## config.mk

```make
export PLATFORM = sky130hd
export DESIGN_NAME = frame_compositor_flat
export DESIGN_NICKNAME = d
export VERILOG_FILES = /design/src/rtl/frame_compositor_if.sv /design/src/rtl/frame_compositor.sv /design/src/flat_wrapper.sv
export SDC_FILE = /design/constraint.sdc
export NUM_CORES = 1
export LEC_CHECK = 0
export ABC_CLOCK_PERIOD_IN_PS = 6100
export CORE_ASPECT_RATIO = 0.9
export CORE_UTILIZATION = 29
export DETAILED_ROUTE_END_ITERATION = 12
export PLACE_DENSITY = 0.49
export SETUP_SLACK_MARGIN = 0.05
export SYNTH_ARGS = -nofsm -noshare
export SYNTH_HDL_FRONTEND = slang
export SYNTH_SLANG_ARGS = --single-unit
```

## constraint.sdc

```tcl
create_clock -name CLK -period 6.1 [get_ports CLK]
set_input_delay 0.915 -clock CLK [delete_from_list [all_inputs] [get_ports CLK]]
set_output_delay 0.915 -clock CLK [all_outputs]
set_load 0.02 [all_outputs]
```

## src/rtl/frame_compositor_if.sv

```systemverilog
// rtl/frame_compositor_if.sv - pixel-in / colour-and-game-state-out bundle for frame_compositor
interface frame_compositor_if;
    logic        fresh;
    logic        restart;
    logic [8:0]  row_addr;
    logic [9:0]  col_addr;
    logic        game_status;
    logic        dino_px;
    logic        obst_px;
    logic        ground_px;
    logic [11:0] rgb;
    logic        collision;
    logic        game_over;
    logic [15:0] score;

    modport master (
        output fresh, restart, row_addr, col_addr, game_status, dino_px, obst_px, ground_px,
        input  rgb, collision, game_over, score
    );

    modport slave (
        input  fresh, restart, row_addr, col_addr, game_status, dino_px, obst_px, ground_px,
        output rgb, collision, game_over, score
    );
endinterface

```

## src/rtl/frame_compositor.sv

```systemverilog
// rtl/frame_compositor.sv - merges sprite pixels into VGA colour, detects overlap, runs game-over FSM and BCD score
module frame_compositor #(
    parameter int          MIN_HIT      = 4,
    parameter int          SCORE_DIV    = 6,
    parameter int          FLASH_FRAMES = 30,
    parameter int          FLASH_PERIOD = 5,
    parameter logic [11:0] BG_RGB       = 12'hFFF,
    parameter logic [11:0] GND_RGB      = 12'h777,
    parameter logic [11:0] OBS_RGB      = 12'h555,
    parameter logic [11:0] DINO_RGB     = 12'h333
) (
    input  logic              CLK,
    input  logic              RESET,
    frame_compositor_if.slave bus
);
    localparam int FW = $clog2(FLASH_FRAMES + 1);
    localparam int DW = $clog2(SCORE_DIV + 1);

    typedef enum logic [1:0] {S_IDLE, S_RUN, S_FLASH, S_OVER} state_t;

    state_t         state_q, state_d;
    logic           fresh_q, restart_q;
    logic [11:0]    hit_cnt_q, hit_cnt_d;
    logic [DW-1:0]  div_cnt_q, div_cnt_d;
    logic [FW-1:0]  flash_cnt_q, flash_cnt_d;
    logic [15:0]    score_q, score_d;
    logic [11:0]    rgb_q, rgb_d;
    logic           collision_q, collision_d;
    logic           game_over_q, game_over_d;

    logic        frame_tick, restart_rise, active, ov, hit, flash_odd;
    logic [12:0] hit_sum;
    logic [11:0] hit_cnt_sat, pix;

    // Saturating BCD increment; each digit wraps 9->0 and carries into the next.
    function automatic logic [15:0] bcd_inc(input logic [15:0] v);
        logic [15:0] r;
        logic        c;
        r = v;
        c = 1'b1;
        if (v != 16'h9999) begin
            for (int i = 0; i < 4; i++) begin
                if (c) begin
                    if (r[4*i +: 4] == 4'd9) begin
                        r[4*i +: 4] = 4'd0;
                    end else begin
                        r[4*i +: 4] = r[4*i +: 4] + 4'd1;
                        c = 1'b0;
                    end
                end
            end
        end
        return r;
    endfunction

    assign frame_tick   = fresh_q & ~bus.fresh;
    assign restart_rise = ~restart_q & bus.restart;
    assign active       = (bus.row_addr < 9'd480) && (bus.col_addr < 10'd640);
    assign ov           = bus.dino_px & bus.obst_px & active;
    // The overlap of the current pixel is included so a hit on the frame_tick cycle still counts.
    assign hit_sum      = {1'b0, hit_cnt_q} + {12'b0, ov};
    assign hit          = hit_sum >= 13'(MIN_HIT);
    assign hit_cnt_sat  = (hit_cnt_q == 12'hFFF) ? hit_cnt_q : hit_cnt_q + {11'b0, ov};
    assign flash_odd    = ((flash_cnt_q / FW'(FLASH_PERIOD)) & FW'(1)) != '0;

    always_comb begin
        pix = BG_RGB;
        if (bus.dino_px) begin
            pix = DINO_RGB;
        end else if (bus.obst_px) begin
            pix = OBS_RGB;
        end else if (bus.ground_px) begin
            pix = GND_RGB;
        end
        rgb_d = 12'h000;
        if (active) begin
            rgb_d = (state_q == S_FLASH && flash_odd) ? ~pix : pix;
        end
    end

    always_comb begin
        state_d     = state_q;
        score_d     = score_q;
        div_cnt_d   = div_cnt_q;
        flash_cnt_d = flash_cnt_q;
        collision_d = 1'b0;
        hit_cnt_d   = frame_tick ? 12'd0 : hit_cnt_sat;
        case (state_q)
            S_IDLE: begin
                score_d   = 16'h0000;
                div_cnt_d = '0;
                hit_cnt_d = 12'd0;
                if (frame_tick && bus.game_status) begin
                    state_d = S_RUN;
                end
            end
            S_RUN: begin
                if (frame_tick) begin
                    if (!bus.game_status) begin
                        state_d   = S_IDLE;
                        score_d   = 16'h0000;
                        div_cnt_d = '0;
                    end else if (hit) begin
                        state_d     = S_FLASH;
                        collision_d = 1'b1;
                        flash_cnt_d = '0;
                    end else if (div_cnt_q == DW'(SCORE_DIV - 1)) begin
                        div_cnt_d = '0;
                        score_d   = bcd_inc(score_q);
                    end else begin
                        div_cnt_d = div_cnt_q + DW'(1);
                    end
                end
            end
            S_FLASH: begin
                hit_cnt_d = 12'd0;
                if (frame_tick) begin
                    if (!bus.game_status) begin
                        state_d   = S_IDLE;
                        score_d   = 16'h0000;
                        div_cnt_d = '0;
                    end else if (flash_cnt_q == FW'(FLASH_FRAMES - 1)) begin
                        state_d = S_OVER;
                    end else begin
                        flash_cnt_d = flash_cnt_q + FW'(1);
                    end
                end
            end
            S_OVER: begin
                hit_cnt_d = 12'd0;
                if (restart_rise) begin
                    state_d   = S_IDLE;
                    score_d   = 16'h0000;
                    div_cnt_d = '0;
                end
            end
            default: state_d = S_IDLE;
        endcase
        game_over_d = (state_d == S_OVER);
    end

    always_ff @(posedge CLK) begin
        if (RESET) begin
            state_q     <= S_IDLE;
            fresh_q     <= 1'b1;
            restart_q   <= 1'b1;
            hit_cnt_q   <= 12'd0;
            div_cnt_q   <= '0;
            flash_cnt_q <= '0;
            score_q     <= 16'h0000;
            rgb_q       <= 12'h000;
            collision_q <= 1'b0;
            game_over_q <= 1'b0;
        end else begin
            state_q     <= state_d;
            fresh_q     <= bus.fresh;
            restart_q   <= bus.restart;
            hit_cnt_q   <= hit_cnt_d;
            div_cnt_q   <= div_cnt_d;
            flash_cnt_q <= flash_cnt_d;
            score_q     <= score_d;
            rgb_q       <= rgb_d;
            collision_q <= collision_d;
            game_over_q <= game_over_d;
        end
    end

    assign bus.rgb       = rgb_q;
    assign bus.collision = collision_q;
    assign bus.game_over = game_over_q;
    assign bus.score     = score_q;
endmodule

```

## src/flat_wrapper.sv

```systemverilog
// flat-port wrapper written by rule: the top's interface ports become plain ports
module frame_compositor_flat 
#(
    parameter int          MIN_HIT      = 4,
    parameter int          SCORE_DIV    = 6,
    parameter int          FLASH_FRAMES = 30,
    parameter int          FLASH_PERIOD = 5,
    parameter logic [11:0] BG_RGB       = 12'hFFF,
    parameter logic [11:0] GND_RGB      = 12'h777,
    parameter logic [11:0] OBS_RGB      = 12'h555,
    parameter logic [11:0] DINO_RGB     = 12'h333
)
  (CLK, RESET, bus_fresh, bus_restart, bus_row_addr, bus_col_addr, bus_game_status, bus_dino_px, bus_obst_px, bus_ground_px, bus_rgb, bus_collision, bus_game_over, bus_score);
  frame_compositor_if bus_i ();
  input  logic CLK;
  input  logic RESET;
  input wire logic [$bits(bus_i.fresh)-1:0] bus_fresh;
  input wire logic [$bits(bus_i.restart)-1:0] bus_restart;
  input wire logic [$bits(bus_i.row_addr)-1:0] bus_row_addr;
  input wire logic [$bits(bus_i.col_addr)-1:0] bus_col_addr;
  input wire logic [$bits(bus_i.game_status)-1:0] bus_game_status;
  input wire logic [$bits(bus_i.dino_px)-1:0] bus_dino_px;
  input wire logic [$bits(bus_i.obst_px)-1:0] bus_obst_px;
  input wire logic [$bits(bus_i.ground_px)-1:0] bus_ground_px;
  output wire logic [$bits(bus_i.rgb)-1:0] bus_rgb;
  output wire logic [$bits(bus_i.collision)-1:0] bus_collision;
  output wire logic [$bits(bus_i.game_over)-1:0] bus_game_over;
  output wire logic [$bits(bus_i.score)-1:0] bus_score;
  assign bus_i.fresh = bus_fresh;
  assign bus_i.restart = bus_restart;
  assign bus_i.row_addr = bus_row_addr;
  assign bus_i.col_addr = bus_col_addr;
  assign bus_i.game_status = bus_game_status;
  assign bus_i.dino_px = bus_dino_px;
  assign bus_i.obst_px = bus_obst_px;
  assign bus_i.ground_px = bus_ground_px;
  assign bus_rgb = bus_i.rgb;
  assign bus_collision = bus_i.collision;
  assign bus_game_over = bus_i.game_over;
  assign bus_score = bus_i.score;
  frame_compositor #(.MIN_HIT(MIN_HIT), .SCORE_DIV(SCORE_DIV), .FLASH_FRAMES(FLASH_FRAMES), .FLASH_PERIOD(FLASH_PERIOD), .BG_RGB(BG_RGB), .GND_RGB(GND_RGB), .OBS_RGB(OBS_RGB), .DINO_RGB(DINO_RGB)) u_core (.CLK(CLK), .RESET(RESET), .bus(bus_i));
endmodule
```

==> results of run 1 <==
[state kept, by name, indices dropped and copies added (netlist names)]
name                  count
u_core.bus.rgb            4
u_core.restart_q          1
u_core.bus.collision      1
u_core.hit_cnt_q         12
u_core.fresh_q            1
u_core.state_q            2
u_core.div_cnt_q          3
u_core.flash_cnt_q        5
u_core.bus.score         16
u_core.bus.game_over      1
[cells by family after synthesis]
kind of cell / after synthesis / synth area share
buffers and inverters: 35 / 0.0659
XOR/XNOR: 14 / 0.0468
AND/OR/NAND/NOR: 130 / 0.266
multiplexers: 6 / 0.0239
adder cells (fa/ha/maj): 14 / 0.0668
flip-flops: 46 / 0.351
AO/OA/AOI/OAI: 76 / 0.179
[where the power goes]
part | internal [mW] | switching, mW
clock network | 0.123 | 0.107
logic | 0.0255 | 0.0294
registers | 0.304 | 0.00342
[worst register-to-register path, stage by stage, from the launching register on]
cell      delay [ns]
dfxtp_1         0.33
ha_1            0.29
ha_1            0.28
and4_1          0.34
nand4_1         0.16
o21bai_1        0.19
and4_1          0.49
and3_1          0.38
mux2_1          0.34
o21ai_1         0.06
[layout make-up]
cell class              count  area (µm²)  share of cell area
multi-input cells         240        1530               0.477
flip-flops and latches     46         921               0.288
repair buffers             44         440               0.138
well taps                 119         149              0.0465
clock buffers               7        76.3              0.0238
inverters                  15        56.3              0.0176
clock inverters             1        30.0             0.00938
[path summary, 6_finish.rpt]
check	depth (start not counted)	from	to
hold / removal	1	u_core.bus.score[11]$_SDFFE_PP0P_	u_core.bus.score[11]$_SDFFE_PP0P_
hold reg to reg	1	u_core.bus.score[11]$_SDFFE_PP0P_	u_core.bus.score[11]$_SDFFE_PP0P_
setup reg to reg	9	u_core.hit_cnt_q[0]$_SDFFE_PP0P_	u_core.bus.score[15]$_SDFFE_PP0P_
setup / recovery	12	bus_col_addr[8]	u_core.bus.score[15]$_SDFFE_PP0P_
[through the flow]
stage	worst slack, ns	util	hold slack, ns	cell area [µm²]	instances
2_1_floorplan	2.59	-	0.452	2620	321
3_3_place_gp	1.76	0.356	0.480	3090	464
3_5_place_dp	1.71	0.356	0.480	3090	464
4_1_cts	2.02	0.368	0.491	3200	472
5_1_grt	1.72	0.368	0.519	3200	472
6_report	2.04	0.368	0.491	3200	472
[per-layer routing]
metal	GRT usage	vias to the layer above	share of wire	wire, µm
li1	-	1208	-	-
met1	0.192	1071	0.54	3180
met2	0.196	26	0.43	2560
met3	0.0252	5	0.025	147
met4	0.0357	0	0.0086	51
met5	0	-	0	0
[Yosys cell counts (all sizes together)]
| master | instances | share of area |
|---|---|---|
| a2111oi | 1 | 0.0033 |
| a211o | 1 | 0.0033 |
| a211oi | 8 | 0.023 |
| a21o | 1 | 0.0029 |
| a21oi | 28 | 0.056 |
| a31o | 2 | 0.0067 |
| a31oi | 4 | 0.0095 |
| and2 | 4 | 0.0095 |
| and3 | 6 | 0.014 |
| and3b | 4 | 0.013 |
| and4 | 6 | 0.020 |
| buf | 11 | 0.031 |
| clkbuf | 9 | 0.013 |
| dfxtp | 46 | 0.35 |
| ha | 14 | 0.067 |
| inv | 15 | 0.021 |
| mux2 | 2 | 0.0086 |
| mux2i | 4 | 0.015 |
| nand2 | 23 | 0.036 |
| nand2b | 3 | 0.0072 |
| nand3 | 13 | 0.025 |
| nand3b | 4 | 0.011 |
| nand4 | 8 | 0.019 |
| nor2 | 27 | 0.039 |
| nor2b | 7 | 0.017 |
| nor3 | 11 | 0.021 |
| o211a | 1 | 0.0038 |
| o211ai | 3 | 0.0086 |
| o21a | 2 | 0.0057 |
| o21ai | 17 | 0.032 |
| o21bai | 1 | 0.0029 |
| o221ai | 1 | 0.0033 |
| o22ai | 2 | 0.0048 |
| o311ai | 1 | 0.0033 |
| o31ai | 2 | 0.0057 |
| o41ai | 1 | 0.0033 |
| or2 | 5 | 0.012 |
| or3 | 7 | 0.017 |
| or4 | 2 | 0.0057 |
| xnor2 | 8 | 0.027 |
| xor2 | 6 | 0.020 |
==> impl_metrics.toml, run 1 <==
[timing]
fin_setup_tns_ns = 0
fmax_mhz = 246
maxSlewHeadroom = 0.538
finalHoldViolCount = 0
grt_setup_unrepaired = "no"
tightestPinTransition_ns = 0.685
drv_slew = 0
post-route-period-util = 0.666
finalSetupViolCount = 0
final.min_clock_period_ns = 4.06
skew_ns = 0.00747

[critical_path]
crit_family = "simple AND/OR/NAND/NOR gates"
r2r_slack_ns = 3.17
crit_path_top_delay_cell = "and4_1"
path_common_cell = "and4_1"
crit_buf_inv = 1
critical_path_class = "in -> reg"
crit_fanout = 9
setup.worst_path.end_class = "flop"
cp.arrival_ns = 4.30
slowest_delay_ns = 0.49
critPathRequiredTime_ns = 6.34
cp-start-kind = "input pin"
path_cells = "clkdlybuf4s50_1 > o21ai_0 > and4_1 > ha_1 > ha_1 > and4_1 > nand4_1 > o21bai_1 > and4_1 > and3_1 > mux2_1 > o21ai_1"

[routing]
drcViolationCount = 0
avgRoutedWirePerCell_um = 12.6
num_vias = 2310
ant_nets = 0
viasPerCell = 4.89
drt-initial-drc-count = 83
wirelength_um = 5950
first_pass_iters = 4

[power_and_ir_drop]
p_total_uw = 592
cellLeakagePower_nw = 1.13
ir_drop_mv = 0.0892
powerDensity_nw_per_um2 = 185

[yosys]
synth-seq-cells = 46
ys_types = 49
yosysWarnings = 0
synth_nets = 362
yosysSeqAreaShare = 0.351
synth_area_um2 = 2620
syn_avg_cell_area_um2 = 8.17
syn_inst = 321

[floorplanning]
rows = 32
die_area_um2 = 9420
die_y_um = 92.2
coreArea_um2 = 8690
io_pins = 57
initial_core_util = 0.302
chipWidth_um = 102

[cts]
numCtsBuffers = 5
cts_resized = 0
root_buffer = "clkbuf_8"
cts_tree = "built"
post-cts-setup-buffers = 0
cts.sinks = 46
cts_htree_levels = 2
cts_buffer_depth = 2
insertion_delay_ns = 0.30
clk_pin_slew_ns = 0.09
hold_buffers = 0

[placed_design]
port_buffers = 44
dpl.hpwl_um = 4350
gp_congestion = 0.810

[cells_and_area]
final.fill_count = 905
diodes = 0
areaGrowthSynthToFinish_pct = 22.1
final_layout_size_suffix_gt1_frac = 0.0482
final_common_cell = "dfxtp_1"
fin_nets = 393
mostFrequentLayoutCells = "dfxtp_1 (46), clkdlybuf4s50_1 (44), nor2_1 (27)"

[global_route]
track_usage = 0.132
first_global_vias = 2077
grt_start_max_net_pins = 18
antenna_found_initial = 0
grt-ovfl-total = 0
grt_pass1_wl_um = 9870

[run]
cap_violations = 0

[hold_path]
hp-class = "reg -> reg"

[run_status]
status = "finished, final reports clean"
(Power assumes the default switching activity.)
==> run 2: changes to the inputs <==
--- a/config.mk
+++ b/config.mk
@@ -5,7 +5,7 @@
 export SDC_FILE = /design/constraint.sdc
 export NUM_CORES = 1
 export LEC_CHECK = 0
-export ABC_CLOCK_PERIOD_IN_PS = 6100
+export ABC_CLOCK_PERIOD_IN_PS = 4100
 export CORE_ASPECT_RATIO = 0.9
 export CORE_UTILIZATION = 29
 export DETAILED_ROUTE_END_ITERATION = 12
==> constraint.sdc (replaced) <==
create_clock -name CLK -period 4.1 [get_ports CLK]
set_input_delay 0.615 -clock CLK [delete_from_list [all_inputs] [get_ports CLK]]
set_output_delay 0.615 -clock CLK [all_outputs]
set_load 0.02 [all_outputs]
==> run 2 against run 1 <==
Effect of this change:
- critical path depth stayed put
- core utilization grew 0.17 points
- clock skew about the same
- die area unchanged
- sequential power is 49% higher
- highest routed layer unchanged
==> impl_metrics.toml, run 2 (same netlist as run 1, synthesis figures left out) <==
[run_status]
status = "finished, final reports clean"

[floorplanning]
rows = 32
initial_core_util = 0.302
io_pins = 57
die_area_um2 = 9420
coreArea_um2 = 8690
die_y_um = 92.2
chipWidth_um = 102

[timing]
skew_ns = 0.00772
drv_slew = 0
tightestPinTransition_ns = 0.684
post-route-period-util = 0.860
finalSetupViolCount = 0
grt_setup_unrepaired = "no"
finalWorstSetupSlack_ns = 0.572
fmax_mhz = 283
maxSlewHeadroom = 0.539
finalHoldViolCount = 0
fin_setup_tns_ns = 0
final.min_clock_period_ns = 3.53

[power_and_ir_drop]
p_int_uw = 627
cellLeakagePower_nw = 1.15
p_clk_frac = 0.357
ir_drop_mv = 0.123
p_total_uw = 839
combPwrFrac = 0.099
seqPwrFrac = 0.545
power.switching_uw = 212
swShare = 0.253
powerDensity_nw_per_um2 = 261

[critical_path]
cp.arrival_ns = 3.77
crit_fanout = 7
critPathRequiredTime_ns = 4.34
r2r_start = "u_core.hit_cnt_q[0]$_SDFFE_PP0P_"
reg2regPathDepth = 9
critical_path_class = "in -> reg"
r2r_slack_ns = 1.37
cp-start-kind = "input pin"
setup.worst_path.end_class = "flop"
r2r_end = "u_core.bus.score[15]$_SDFFE_PP0P_"

[hold_path]
min_path_cells = 1
hp-class = "reg -> reg"
min_from = "u_core.bus.score[11]$_SDFFE_PP0P_"
holdPathEnd = "u_core.bus.score[11]$_SDFFE_PP0P_"

[placed_design]
place_inst = 468
dpl.hpwl_um = 4370
gp_congestion = 0.796
port_buffers = 44
post-place-ws_ns = 0.233

[global_route]
grt-ovfl-total = 0
track_usage = 0.135
grt_use_met1 = 0.191
grt_pass1_wl_um = 10100
grt_start_max_net_pins = 17
grt_use_met3 = 0.0259
first_global_vias = 2157
antenna_found_initial = 0
busiest_layer = "met2"
grt_use_met2 = 0.205

[cells_and_area]
final_common_cell = "dfxtp_1"
diodes = 0
areaGrowthSynthToFinish_pct = 22.7
mostFrequentLayoutCells = "dfxtp_1 (46), clkdlybuf4s50_1 (44), nor2_1 (27)"
final_layout_size_suffix_gt1_frac = 0.0616
largest_register_ffs = 16
fin_nets = 397
instances_no_fill = 476

[cts]
cts_resized = 0
cts_htree_levels = 2
cts_buffer_depth = 2
clk_pin_slew_ns = 0.09
root_buffer = "clkbuf_8"
insertion_delay_ns = 0.30
numCtsBuffers = 5
cts.sinks = 46
hold_buffers = 0
cts_tree = "built"
post-cts-setup-buffers = 0

[routing]
num_vias = 2306
drcViolationCount = 0
drt-initial-drc-count = 66
wirelength_um = 5970
ant_nets = 0
avgRoutedWirePerCell_um = 12.5
first_pass_iters = 4
viasPerCell = 4.84

[run]
cap_violations = 0
-- run 2: critical path: stages --
cell             delay, ns
clkdlybuf4s50_1       0.39
o21ai_0               0.22
and4_1                0.23
ha_1                  0.19
ha_1                  0.23
nand4_1               0.15
a2111oi_0             0.39
a211o_1               0.17
and4_1                0.42
and3_1                0.33
mux2_1                0.34
o21ai_1               0.07
-- run 2: power by group through the flow --
stage          Sequential (mW)  Combinational (mW)  Clock [mW]
2_1_floorplan            0.471              0.0456           0
3_3_place_gp             0.468              0.0828           0
3_5_place_dp             0.468              0.0833           0
4_1_cts                  0.457              0.0838       0.311
5_1_grt                  0.458              0.0901       0.328
6_report                 0.457              0.0830       0.299
-- run 2: per-stage QoR --
| stage | utilization | area [µm²] | hold slack [ns] |
|---|---|---|---|
| finish | 0.370 | 3220 | 0.501 |
| detailed placement | 0.360 | 3120 | 0.486 |
| floorplan | - | 2620 | 0.452 |
| CTS | 0.370 | 3220 | 0.499 |
| global route | 0.370 | 3220 | 0.514 |
| global placement | 0.360 | 3120 | 0.481 |
-- run 2: routing by layer --
layer	wire [µm]	share of wire
met1	3070	0.51
met2	2670	0.45
met3	173	0.029
met4	63	0.011
met5	0	0
-- run 2: how the worst max path moves through the flow --
| stage | from | to | slack [ns] |
|---|---|---|---|
| CTS | bus_col_addr[8] | u_core.bus.score[15]$_SDFFE_PP0P_ | 0.55 |
| global placement | bus_col_addr[8] | u_core.bus.score[14]$_SDFFE_PP0P_ | 0.27 |
| global route | bus_col_addr[8] | u_core.bus.score[2]$_SDFFE_PP0P_ | 0.30 |
| floorplan | bus_col_addr[8] | u_core.bus.score[14]$_SDFFE_PP0P_ | 0.89 |
| detailed placement | bus_col_addr[8] | u_core.bus.score[14]$_SDFFE_PP0P_ | 0.23 |
| finish | bus_col_addr[8] | u_core.bus.score[15]$_SDFFE_PP0P_ | 0.57 |
-- run 2: cell type report --
| cell class | instances | area [µm²] |
|---|---|---|
| sequential | 46 | 921 |
| tap | 119 | 149 |
| timing repair buffer | 48 | 470 |
| clock buffer | 7 | 86.3 |
| fill | 912 | 5470 |
| clock inverter | 1 | 5.00 |
| multi-input combinational | 240 | 1530 |
| inverter | 15 | 56.3 |
==> run 3: changes to the inputs <==
--- a/config.mk
+++ b/config.mk
@@ -14,3 +14,4 @@
 export SYNTH_ARGS = -nofsm -noshare
 export SYNTH_HDL_FRONTEND = slang
 export SYNTH_SLANG_ARGS = --single-unit
+export TNS_END_PERCENT = 100
==> results of run 3 <==
Final layout, timing and power as in run 2 (identical DEF).
